--- config.mk ---
export PLATFORM = sky130hd
export DESIGN_NAME = fp_mult_pipe
export DESIGN_NICKNAME = d
export VERILOG_FILES = /design/src/rtl/fp_mult_pipe.sv
export SDC_FILE = /design/constraint.sdc
export NUM_CORES = 1
export LEC_CHECK = 0
export BUFFER_PORTS_ARGS = -buffer_cell sky130_fd_sc_hd__buf_2
export CORE_AREA = 4 4 109 111
export DETAILED_ROUTE_END_ITERATION = 12
export DIE_AREA = 0 0 113 115
export PLACE_DENSITY = 0.73
export REMOVE_ABC_BUFFERS = 1
export SETUP_SLACK_MARGIN = 0.15
export SLEW_MARGIN = 40
export SYNTH_ARGS = -nofsm -noshare
export SYNTH_HDL_FRONTEND = slang
export SYNTH_SLANG_ARGS = --single-unit
--- constraint.sdc ---
create_clock -name clk -period 5.1 [get_ports clk]
set_clock_uncertainty 0.2 [all_clocks]
set_input_delay 1.275 -clock clk [delete_from_list [all_inputs] [get_ports clk]]
set_output_delay 1.275 -clock clk [all_outputs]
set_load 0.02 [all_outputs]
--- src/rtl/fp_mult_pipe.sv ---
// Pipelined sign/biased-exponent/hidden-one multiplier with valid/ready flow control.
// Define FP_MULT_ROUND_EN for round-half-up on the guard bit; otherwise discarded bits are truncated.
`timescale 1ns/1ps
module fp_mult_pipe #(
  parameter int EXP_W = 5,
  parameter int MAN_W = 6
) (
  input  logic                 clk,
  input  logic                 reset_n,
  input  logic                 in_valid,
  output logic                 in_ready,
  input  logic [EXP_W+MAN_W:0] data_a,
  input  logic [EXP_W+MAN_W:0] data_b,
  output logic                 out_valid,
  input  logic                 out_ready,
  output logic [EXP_W+MAN_W:0] data_x,
  output logic                 ovf,
  output logic                 unf
);
  localparam int W  = 1 + EXP_W + MAN_W;
  localparam int EW = EXP_W + 2;
  localparam int PW = 2 * MAN_W + 2;
  localparam int HW = MAN_W + 3;
  localparam logic signed [EW-1:0] BIAS    = EW'((1 << (EXP_W - 1)) - 1);
  localparam logic signed [EW-1:0] EXP_MAX = EW'((1 << EXP_W) - 1);
  localparam logic signed [EW-1:0] EXP_MIN = EW'(1);

  logic                 advance;
  logic                 v0_q;
  logic [W-1:0]         a_q, b_q;
  logic                 s1_valid_q, s1_zero_q, s1_sign_q;
  logic signed [EW-1:0] s1_exp_q;
  logic [MAN_W:0]       s1_ma_q, s1_mb_q;
  logic                 s1_zero_d, s1_sign_d;
  logic signed [EW-1:0] s1_exp_d;
  logic                 s2_valid_q, s2_zero_q, s2_sign_q;
  logic signed [EW-1:0] s2_exp_q;
  logic [HW-1:0]        s2_prod_q;
  logic [PW-1:0]        prod_full;
  logic                 unused_prod_low;
  logic                 s3_valid_q, s3_zero_q, s3_sign_q;
  logic signed [EW-1:0] s3_exp_q, s3_exp_d;
  logic [MAN_W-1:0]     s3_man_q, s3_man_d;
  logic [MAN_W-1:0]     man_r;
  logic                 round_carry;
  logic signed [EW-1:0] exp_f;
  logic [W-1:0]         data_x_q, data_x_d;
  logic                 out_valid_q, ovf_q, unf_q, ovf_d, unf_d;

  assign advance   = !out_valid_q || out_ready;
  assign in_ready  = advance;
  assign out_valid = out_valid_q;
  assign data_x    = data_x_q;
  assign ovf       = ovf_q;
  assign unf       = unf_q;

  // S1: zero detect, sign, biased exponent sum
  always_comb begin
    s1_zero_d = (a_q[W-2 -: EXP_W] == '0) || (b_q[W-2 -: EXP_W] == '0);
    s1_sign_d = a_q[W-1] ^ b_q[W-1];
    s1_exp_d  = $signed({2'b00, a_q[W-2 -: EXP_W]}) + $signed({2'b00, b_q[W-2 -: EXP_W]}) - BIAS;
  end

  // S2: only the top MAN_W+3 product bits matter (leading pair, mantissa, guard)
  assign prod_full       = PW'(s1_ma_q) * PW'(s1_mb_q);
  assign unused_prod_low = ^prod_full[MAN_W-2:0];

  // S3: normalise a product in [2,4) down to [1,2)
  always_comb begin
    if (s2_prod_q[HW-1]) begin
      s3_man_d = s2_prod_q[HW-2 -: MAN_W];
      s3_exp_d = s2_exp_q + EW'(1);
    end else begin
      s3_man_d = s2_prod_q[HW-3 -: MAN_W];
      s3_exp_d = s2_exp_q;
    end
  end

`ifdef FP_MULT_ROUND_EN
  logic s3_guard_q, s3_guard_d;
  assign s3_guard_d = s2_prod_q[HW-1] ? s2_prod_q[1] : s2_prod_q[0];
  always_ff @(posedge clk) begin
    if (advance) s3_guard_q <= s3_guard_d;
  end
  assign {round_carry, man_r} = {1'b0, s3_man_q} + (MAN_W + 1)'(s3_guard_q);
`else
  logic unused_guard;
  assign unused_guard = s2_prod_q[0];
  assign round_carry  = 1'b0;
  assign man_r        = s3_man_q;
`endif

  // S4: a rounding carry leaves man_r at zero and bumps the exponent before the range checks
  always_comb begin
    exp_f    = s3_exp_q + EW'(round_carry);
    data_x_d = '0;
    ovf_d    = 1'b0;
    unf_d    = 1'b0;
    if (!s3_zero_q) begin
      if (exp_f < EXP_MIN) begin
        unf_d = 1'b1;
      end else if (exp_f > EXP_MAX) begin
        data_x_d = {s3_sign_q, {(W - 1){1'b1}}};
        ovf_d    = 1'b1;
      end else begin
        data_x_d = {s3_sign_q, exp_f[EXP_W-1:0], man_r};
      end
    end
  end

  always_ff @(posedge clk) begin
    if (!reset_n) begin
      v0_q        <= 1'b0;
      s1_valid_q  <= 1'b0;
      s2_valid_q  <= 1'b0;
      s3_valid_q  <= 1'b0;
      out_valid_q <= 1'b0;
      data_x_q    <= '0;
      ovf_q       <= 1'b0;
      unf_q       <= 1'b0;
    end else if (advance) begin
      v0_q        <= in_valid;
      s1_valid_q  <= v0_q;
      s2_valid_q  <= s1_valid_q;
      s3_valid_q  <= s2_valid_q;
      out_valid_q <= s3_valid_q;
      if (s3_valid_q) begin
        data_x_q <= data_x_d;
        ovf_q    <= ovf_d;
        unf_q    <= unf_d;
      end
    end
  end

  always_ff @(posedge clk) begin
    if (advance) begin
      a_q       <= data_a;
      b_q       <= data_b;
      s1_zero_q <= s1_zero_d;
      s1_sign_q <= s1_sign_d;
      s1_exp_q  <= s1_exp_d;
      s1_ma_q   <= {1'b1, a_q[MAN_W-1:0]};
      s1_mb_q   <= {1'b1, b_q[MAN_W-1:0]};
      s2_zero_q <= s1_zero_q;
      s2_sign_q <= s1_sign_q;
      s2_exp_q  <= s1_exp_q;
      s2_prod_q <= prod_full[PW-1:MAN_W-1];
      s3_zero_q <= s2_zero_q;
      s3_sign_q <= s2_sign_q;
      s3_exp_q  <= s3_exp_d;
      s3_man_q  <= s3_man_d;
    end
  end
endmodule

==> summary.txt <==
dominant cell type by area after synthesis: edfxtp_1
CTS tree: done
CP max FO: 7
Die X: 113 um
total grt overflow: 0
post-synthesis sequential area ratio: 55.39%
Top delay family on crit path: adder cells
most frequently used cell type in the post-synthesis netlist: edfxtp_1
largest cells by area after synthesis: edfxtp_1 48%, ha_1 10%, fa_1 9.9%
static leakage: 2.363 nW
endpoints failing setup: 0
port bufs: 43
post-place setup slack: 0.4930 ns
die area: 13000 um^2
DRC viols: 0
root buffer cell: clkbuf_8
Std-Cell Core Area: 10790 um^2
Die H: 115 um
post-route ant nets: 0
Vias/cell: 4.823
Least-Margin Pin Slew: 0.5760 ns
Worst EP required: 5.01 ns
Post-synth top flop: edfxtp_1
Area growth syn-to-layout: 12.72%
routability cong.: 0.8280
Worst-Skew Late Latency: 0.36 ns
post-cts sizing count: 0
initial antenna violation count: 0
Hold Vio Cnt, Final: 0
crit end category: flip-flop
Yosys Warn Count: 0
final worst slack: 0.4789 ns
post-route minimum period: 4.621 ns
crit path cell chain: and2_1 -> fa_1 -> ha_1 -> inv_1 -> fa_1 -> fa_1 -> inv_1 -> ha_1 -> nand4_1 -> nor2_1 -> o31a_4 -> a41oi_4 -> mux2i_1 -> xnor2_1
largest net degree at the start of global routing: 48
TritonCTS Buffers: 9
CP max stage delay: 0.54 ns
Placed Cells incl. Taps: 538
Synth Instances: 360
Synth Cell Area: 4861 um^2
reg-to-reg setup timing slack: 0.48 ns
# rows: 38
Critical Path Most Common Cell: fa_1
Initial Util: 45.04%
# diodes: 0
post-CTS setup buffers: 0
Worst-path clk slew: 0.09 ns
H-Tree Depth: 3
# nets final: 500
CP arrival: 4.53 ns
clock sinks: 96
max frequency: 216.4 MHz
Synth top area share: 47.57%
Total Wirelength: 7168 um
Global Route Usage Sum: 11.83%
slew margin rel.: 61.52%
DP Wirelength: 5575 um
io pins: 44
fraction of layout cells with a size suffix above 1: 17.63%
startpoint types: flip-flop
max-cap violations: 0
FF+latch count, synth: 96
drt wl/cell: 12.94 um
maximum VDD drop: 0.2337 mV
Post-synth top cells: 77 x edfxtp_1, 39 x ha_1, 38 x inv_1
Post-synth EDFFs: 77
First DRT Iteration DRCs: 104
non-filler cells, final: 554
Max clock buf depth: 2
first-pass GRT wire length: 12270 um
WS Path Type: reg -> reg
Async S/R FF share, synth: 0%
Worst Hold Class: reg -> reg
via count: 2672
Yosys cell types: 38
Syn Area/Cell: 13.50 um^2
final worst-path cycle share: 90.61%
critical path's slowest cell: fa_1
unrepaired setup endpoints after global routing: no
CP bufs+invs: 2
First-pass DRT Iterations: 4
pwr dens: 409.3 nW/um^2
cts-stage hold buffer count: 0
status: finished clean
Final Max Slew Viols: 0
vias in the first global route: 2716
## kinds of logic (layout without fill, tap and decap cells)
group,count (synthesis),count (layout),share of synthesized area [%]
xor gates and xnor gates,17,17,3.063
AOI/OAI and AO/OA,44,44,6.435
buffers and inverters,44,98,3.475
and+or+nand+nor,85,85,9.267
muxes,11,11,2.445
DFF,96,96,55.39
adders and majority gates,63,63,19.92
## path summary, 6_finish.rpt
path,startpoint,endpoint,cells after the start
setup / recovery,s1_ma_q[3],s2_prod_q[8],14
hold / removal,b_q[2],s1_mb_q[2],0
setup reg to reg,s1_ma_q[3],s2_prod_q[8],14
hold reg to reg,b_q[2],s1_mb_q[2],0
## state kept, by name (all words and copies together), names as in the netlist, 6 cells and up
name / cells
a_q: 12
b_q: 12
data_x: 12
man_r: 6
s1_exp_q: 7
s1_ma_q: 6
s1_mb_q: 6
s2_exp_q: 7
s2_prod_q: 8
s3_exp_q: 7
## metrics by stage
step | hold WS [ns] | utilization (%) | area [um^2] | TNS, ns | power, W
2_1_floorplan | 0.2003 | - | 4835 | -0.5607 | 0.001569
3_3_place_gp | 0.2005 | 48.55 | 5240 | 0 | 0.001676
3_5_place_dp | 0.2045 | 48.55 | 5240 | 0 | 0.001710
4_1_cts | 0.2208 | 50.77 | 5479 | 0 | 0.002277
5_1_grt | 0.2306 | 50.77 | 5479 | 0 | 0.002396
6_report | 0.2167 | 50.77 | 5479 | 0 | 0.002242
## final cells by class
class | count | area [um^2]
clock buffers | 11 | 173.9
clock inverters | 5 | 65.06
fillers | 929 | 5314
inverters | 38 | 142.6
multi-input cells | 220 | 2007
flip-flops and latches | 96 | 2693
well taps | 140 | 175.2
repair buffers | 44 | 222.7
## metal layers
| layer | global-route usage (%) | part of all wire [%] | wire, um | up-vias |
|---|---|---|---|---|
| met3 | 2.895 | 4.7 | 336 | 9 |
| met1 | 14.63 | 45 | 3206 | 1260 |
| met2 | 19.75 | 48 | 3461 | 54 |
| met4 | 5.369 | 2.3 | 164 | 0 |
| li1 | - | - | - | 1349 |
| met5 | 0 | 0 | 0 | - |
## worst reg2reg max path: cells and delay by family (launching register included)
family | cells | cell delay, ns
flops | 1 | 0.52
compound gates | 2 | 0.64
buf+inv | 2 | 0.10
mux | 1 | 0.25
fa+ha+maj | 5 | 2.12
simple gates | 3 | 0.43
xor+xnor | 1 | 0.10
## layout by cell type (no fill, tap or decap), types with 9 or more instances in the layout
| master | synthesis | final |
|---|---|---|
| and2_1 | 21 | 21 |
| o21ai_0 | 11 | 11 |
| ha_1 | 39 | 39 |
| buf_2 | 0 | 43 |
| inv_1 | 38 | 38 |
| clkbuf_8 | 0 | 9 |
| a21oi_1 | 9 | 9 |
| dfxtp_1 | 19 | 19 |
| nand2_1 | 22 | 22 |
| nor2b_1 | 11 | 11 |
| xnor2_1 | 10 | 10 |
| a21boi_0 | 12 | 12 |
| nor2_1 | 13 | 13 |
| edfxtp_1 | 77 | 77 |
| fa_1 | 24 | 24 |
## power by group
part | leakage (nW) | internal (W) | switching, W
clock | 0.123 | 0.000293 | 0.000265
sequential | 0.977 | 0.00103 | 0.0000705
combinational | 1.26 | 0.000290 | 0.000298
total | 2.36 | 0.00161 | 0.000633
Note: power is estimated with default switching activity, not from simulation.
